===== config.mk =====
export PLATFORM = sky130hd
export DESIGN_NAME = sync_fifo_flags
export DESIGN_NICKNAME = d
export VERILOG_FILES = /design/src/rtl/fifo_pkg.sv /design/src/rtl/fifo_ram.sv /design/src/rtl/sync_fifo_flags.sv
export SDC_FILE = /design/constraint.sdc
export NUM_CORES = 1
export LEC_CHECK = 0
export ABC_AREA = 1
export CORE_ASPECT_RATIO = 1.5
export CORE_MARGIN = 5
export CORE_UTILIZATION = 60
export DETAILED_ROUTE_END_ITERATION = 8
export PLACE_DENSITY_LB_ADDON = 0.05
export SLEW_MARGIN = 20
export SYNTH_ARGS = -nofsm -noshare
export SYNTH_HDL_FRONTEND = slang
export SYNTH_HIERARCHICAL = 1
export SYNTH_SLANG_ARGS = --single-unit

===== constraint.sdc =====
create_clock -name clk -period 3.1 [get_ports clk]
set_input_delay 0.465 -clock clk [delete_from_list [all_inputs] [get_ports clk]]
set_output_delay 0.465 -clock clk [all_outputs]
set_load 0.02 [all_outputs]

===== src/rtl/fifo_pkg.sv =====
// Shared FIFO types and helpers, common to the single- and dual-clock FIFOs.
package fifo_pkg;

  typedef enum logic {
    FIFO_STD  = 1'b0,
    FIFO_FWFT = 1'b1
  } fifo_mode_e;

  function automatic int fifo_depth(input int addr_width);
    return 1 << addr_width;
  endfunction

  function automatic logic [31:0] bin2gray(input logic [31:0] bin);
    return bin ^ (bin >> 1);
  endfunction

  // Each binary bit is the XOR of all gray bits at or above it.
  function automatic logic [31:0] gray2bin(input logic [31:0] gray);
    logic [31:0] bin;
    bin = gray;
    for (int i = 1; i < 32; i++) begin
      bin = bin ^ (gray >> i);
    end
    return bin;
  endfunction

endpackage


===== src/rtl/fifo_ram.sv =====
// Register-array storage: synchronous write port, asynchronous read port.
module fifo_ram
  import fifo_pkg::*;
#(
  parameter int DATA_WIDTH = 8,
  parameter int ADDR_WIDTH = 4
) (
  input  logic                  clk,
  input  logic                  wr_en,
  input  logic [ADDR_WIDTH-1:0] wr_addr,
  input  logic [DATA_WIDTH-1:0] wr_data,
  input  logic [ADDR_WIDTH-1:0] rd_addr,
  output logic [DATA_WIDTH-1:0] rd_data
);

  logic [DATA_WIDTH-1:0] mem [fifo_depth(ADDR_WIDTH)];

  always_ff @(posedge clk) begin
    if (wr_en) begin
      mem[wr_addr] <= wr_data;
    end
  end

  assign rd_data = mem[rd_addr];

endmodule


===== src/rtl/sync_fifo_flags.sv =====
// Single-clock FIFO with selectable registered/FWFT read, programmable
// almost-full/almost-empty thresholds, fill level, sticky errors and flush.
module sync_fifo_flags
  import fifo_pkg::*;
#(
  parameter int DATA_WIDTH = 8,
  parameter int ADDR_WIDTH = 4,
  parameter int FWFT       = 0,
  parameter int AF_THRESH  = fifo_depth(ADDR_WIDTH) - 2,
  parameter int AE_THRESH  = 2
) (
  input  logic                  clk,
  input  logic                  rst_n,
  input  logic                  flush,
  input  logic                  wr_en,
  input  logic [DATA_WIDTH-1:0] wr_data,
  output logic                  full,
  output logic                  almost_full,
  input  logic                  rd_en,
  output logic [DATA_WIDTH-1:0] rd_data,
  output logic                  rd_valid,
  output logic                  empty,
  output logic                  almost_empty,
  output logic [ADDR_WIDTH:0]   level,
  output logic                  overflow,
  output logic                  underflow
);

  localparam int DEPTH = fifo_depth(ADDR_WIDTH);
  localparam fifo_mode_e MODE = (FWFT == 1) ? FIFO_FWFT : FIFO_STD;
  localparam logic [ADDR_WIDTH:0] DEPTH_L = (ADDR_WIDTH + 1)'(DEPTH);
  localparam logic [ADDR_WIDTH:0] AF_L    = (ADDR_WIDTH + 1)'(AF_THRESH);
  localparam logic [ADDR_WIDTH:0] AE_L    = (ADDR_WIDTH + 1)'(AE_THRESH);

  if (ADDR_WIDTH < 1 || AE_THRESH < 0 || AE_THRESH >= AF_THRESH ||
      AF_THRESH > DEPTH || (FWFT != 0 && FWFT != 1)) begin : g_bad_params
    $fatal(1, "sync_fifo_flags: illegal ADDR_WIDTH/AE_THRESH/AF_THRESH/FWFT combination");
  end

  logic [ADDR_WIDTH:0]   wr_ptr;
  logic [ADDR_WIDTH:0]   rd_ptr;
  logic [DATA_WIDTH-1:0] ram_rd_data;
  logic                  wr_ok;
  logic                  rd_ok;

  // Extra pointer bit makes the modulo difference distinguish full from empty.
  assign level        = wr_ptr - rd_ptr;
  assign full         = (level == DEPTH_L);
  assign empty        = (level == '0);
  assign almost_full  = (level >= AF_L);
  assign almost_empty = (level <= AE_L);

  assign wr_ok = wr_en && !full && !flush;
  assign rd_ok = rd_en && !empty && !flush;

  always_ff @(posedge clk or negedge rst_n) begin
    if (!rst_n) begin
      wr_ptr    <= '0;
      rd_ptr    <= '0;
      overflow  <= 1'b0;
      underflow <= 1'b0;
    end else if (flush) begin
      wr_ptr    <= '0;
      rd_ptr    <= '0;
      overflow  <= 1'b0;
      underflow <= 1'b0;
    end else begin
      if (wr_ok) wr_ptr <= wr_ptr + 1'b1;
      if (rd_ok) rd_ptr <= rd_ptr + 1'b1;
      if (wr_en && full) overflow <= 1'b1;
      if (rd_en && empty) underflow <= 1'b1;
    end
  end

  fifo_ram #(
    .DATA_WIDTH (DATA_WIDTH),
    .ADDR_WIDTH (ADDR_WIDTH)
  ) u_ram (
    .clk     (clk),
    .wr_en   (wr_ok),
    .wr_addr (wr_ptr[ADDR_WIDTH-1:0]),
    .wr_data (wr_data),
    .rd_addr (rd_ptr[ADDR_WIDTH-1:0]),
    .rd_data (ram_rd_data)
  );

  if (MODE == FIFO_FWFT) begin : g_fwft
    // Gate with empty so the uninitialised memory never shows on rd_data.
    assign rd_data  = empty ? '0 : ram_rd_data;
    assign rd_valid = !empty;
  end else begin : g_std
    logic [DATA_WIDTH-1:0] rd_q;
    logic                  rd_v;

    always_ff @(posedge clk or negedge rst_n) begin
      if (!rst_n) begin
        rd_q <= '0;
        rd_v <= 1'b0;
      end else if (flush) begin
        rd_v <= 1'b0;
      end else begin
        rd_v <= rd_ok;
        if (rd_ok) rd_q <= ram_rd_data;
      end
    end

    assign rd_data  = rd_q;
    assign rd_valid = rd_v;
  end

endmodule

==> flow_summary.toml <==
[run_status]
status = "finished, final reports clean"

[synth]
synth_area_sq_um = 6930
yosysUniqueCellTypes = 26
synth.avg_cell_area_sq_um = 9.85
syn-num-nets = 724
ys_seq_elements = 149
synth.yosys.seq_area_share = 0.630
yosysWarnings = 6
syn_inst = 704

[finish]
antenna_cells = 0
fin_area_sq_um = 8100
synthToLayoutAreaGrowth_pct = 16.7
final_cell_mix = "213 x nand2_1, 128 x edfxtp_1, 121 x inv_1, 115 x nand3_1, 26 x clkdlybuf4s50_1"
final_core_util = 0.709
fin_nets = 771
final_common_cell = "nand2_1"
drive_gt1_frac = 0.0995

[clock_tree]
cts-root-buf = "clkbuf_16"
cts_tree = "yes"
holdBufCountCts = 0
clock_sinks = 149
cts_max_level = 4
post_cts_buffers = 0
clk-insertion-delay-late_ns = 0.42
cts_made_buffers = 17
path_clk_slew_ns = 0.06
cts_buffer_depth = 2

[floorplan]
die_w_microns = 97.8
fp.coreArea_sq_um = 11400
rows = 48
die_h_microns = 142
initial_core_util = 0.608
die_area_sq_um = 13900
ios = 33

[global_route]
antenna_found_initial = 0
track_usage = 0.238
grt_pass1_wl_mm = 24.9
grt_max_degree = 70
grt_pass1_vias = 4901
grt-ovfl-total = 0

[worst_setup_path]
crit_fanout = 9
slowest_stage = "clkdlybuf4s50_1"
cp.required_ns = 2.63
startpoint_type = "flip-flop"
arrival_ns = 2.48
end_kind = "primary output"
crit_top_cell = "nand2_1"
crit_path_max_incr_delay_ns = 0.60
crit_path_cell_trace = "ha_1 -> a21oi_1 -> nand2_1 -> nand2_1 -> nand2_4 -> inv_1 -> clkdlybuf4s50_1"
path_class = "flip-flop to primary output"

[drt]
avgRoutedWirePerCell_microns = 17.0
drt_pass1_iterations = 5
route.detailed.drc = 0
drtAntennaViolNets = 0
drtIter0Drc = 408
vias_per_cell = 5.38
finalWirelength_mm = 15.5
via_count = 4919

[sta]
max-slew-margin-rel = 0.503
setup_violations = 0
slew_violations = 0
period_share = 0.951
rsz0062_at_grt = "no"
setup_tns_ns = 0
hold_viol_final = 0
worst_slack_ns = 0.152
fmax_ghz = 0.339
tightest_slew_ns = 0.744
post-route-min-period_ns = 2.95
clock_skew_ns = 0.00900

[worst_hold_path]
hold_path.class = "primary input to async pin"

[flow_run]
max_cap_viol_count = 0

[place]
placed_area_sq_um = 7450
hpwl_mm = 10.2
post-place-ws_ns = 0.200
gp_congestion = 0.906
numPortBuffers = 32

[power_and_ir_drop]
vdd_drop_max_mv = 0.636
cellPowerDensity_nw_per_um2 = 856
p_leak_nw = 3.65
==> kinds of logic (layout without fill, tap and decap cells) <==
logic type | count (synthesis) | after routing | share of synthesized area
AO/OA/AOI/OAI | 6 | 6 | 0.00469
XOR/XNOR | 6 | 6 | 0.00866
buffers and inverters | 156 | 216 | 0.0971
adder cells (fa/ha/maj) | 7 | 7 | 0.0137
flip-flops | 149 | 149 | 0.630
AND/OR/NAND/NOR | 380 | 380 | 0.246
==> report_power, final <==
group	total, mW	switching [mW]	internal, mW
clock network	2.20	0.833	1.37
logic	2.37	1.57	0.804
registers	2.35	0.0543	2.30
==> Yosys cell counts (all sizes together) <==
| master | n | share of area |
|---|---|---|
| edfxtp | 128 | 0.55 |
| nor2 | 21 | 0.014 |
| ha | 6 | 0.011 |
| nand3 | 118 | 0.091 |
| clkbuf | 1 | 0.00054 |
| fa | 1 | 0.0029 |
| xnor2 | 1 | 0.0023 |
| o21ai | 1 | 0.00072 |
| nand2 | 218 | 0.12 |
| xor2 | 5 | 0.0063 |
| o31ai | 1 | 0.0011 |
| buf | 29 | 0.028 |
| nand3b | 2 | 0.0022 |
| nand4 | 20 | 0.018 |
| dfrtp | 21 | 0.076 |
| inv | 126 | 0.068 |
| a21oi | 4 | 0.0029 |
| nor3 | 1 | 0.00072 |
==> per-stage QoR <==
step / power (mW) / instances / hold slack (ns)
after global placement: 4.75 / 882 / 0.458
after floorplan: 4.06 / 704 / 0.169
after CTS: 6.96 / 914 / 0.474
after global routing: 7.30 / 914 / 0.0303
after detailed placement: 4.79 / 882 / 0.458
final: 6.93 / 914 / 0.00108
==> final cells by class <==
| class | count | area (sq um) |
|---|---|---|
| Clock buffer | 17 | 425 |
| Clock inverter | 15 | 218 |
| Fill cell | 826 | 3320 |
| Inverter | 126 | 473 |
| Multi-Input combinational cell | 399 | 1900 |
| Sequential cell | 149 | 4370 |
| Tap cell | 150 | 188 |
| Timing Repair Buffer | 58 | 524 |
==> per-layer routing <==
layer | up-vias | wire (microns) | global-route usage
met1 | 2314 | 5950 | 0.266
met5 | - | 0 | 0
met2 | 193 | 8210 | 0.426
met4 | 0 | 559 | 0.114
li1 | 2379 | - | -
met3 | 33 | 785 | 0.0541
==> sequential cells by signal, indices dropped and copies added, names as in the netlist <==
signal     cells
rd_valid       1
underflow      1
u_ram/mem    128
overflow       1
rd_data        8
wr_ptr         5
rd_ptr         5
==> critical path, delay by kind of cell (launching register included) <==
kind                     cells  cell delay [ns]
AO/OA/AOI/OAI                1             0.21
adder cells (fa/ha/maj)      1             0.42
AND/OR/NAND/NOR              3             0.27
flip-flops                   1             0.48
buffers and inverters        2             0.69
==> repair_timing <==
| action | CTS | global route |
|---|---|---|
| endpoints found under the setup margin | 3 | 71 |
| endpoints found under the hold margin | 0 | 0 |
| gates resized for setup | 3 | 4 |
==> final timing paths <==
path | endpoint | cells past startpoint | start | slack, ns
setup / recovery | level[3] | 7 | wr_ptr[2] | 0.15
hold / removal | wr_ptr[4] | 1 | rst_n | 0.001
min in group clk | rd_data[5] | 2 | rd_data[5] | 0.47
setup reg to reg | u_ram/mem[7][6] | 14 | wr_ptr[0] | 0.24
max in group asynchronous | rd_ptr[0] | 1 | rst_n | 2.74
hold reg to reg | rd_data[5] | 2 | rd_data[5] | 0.47
(Power assumes the default switching activity.)
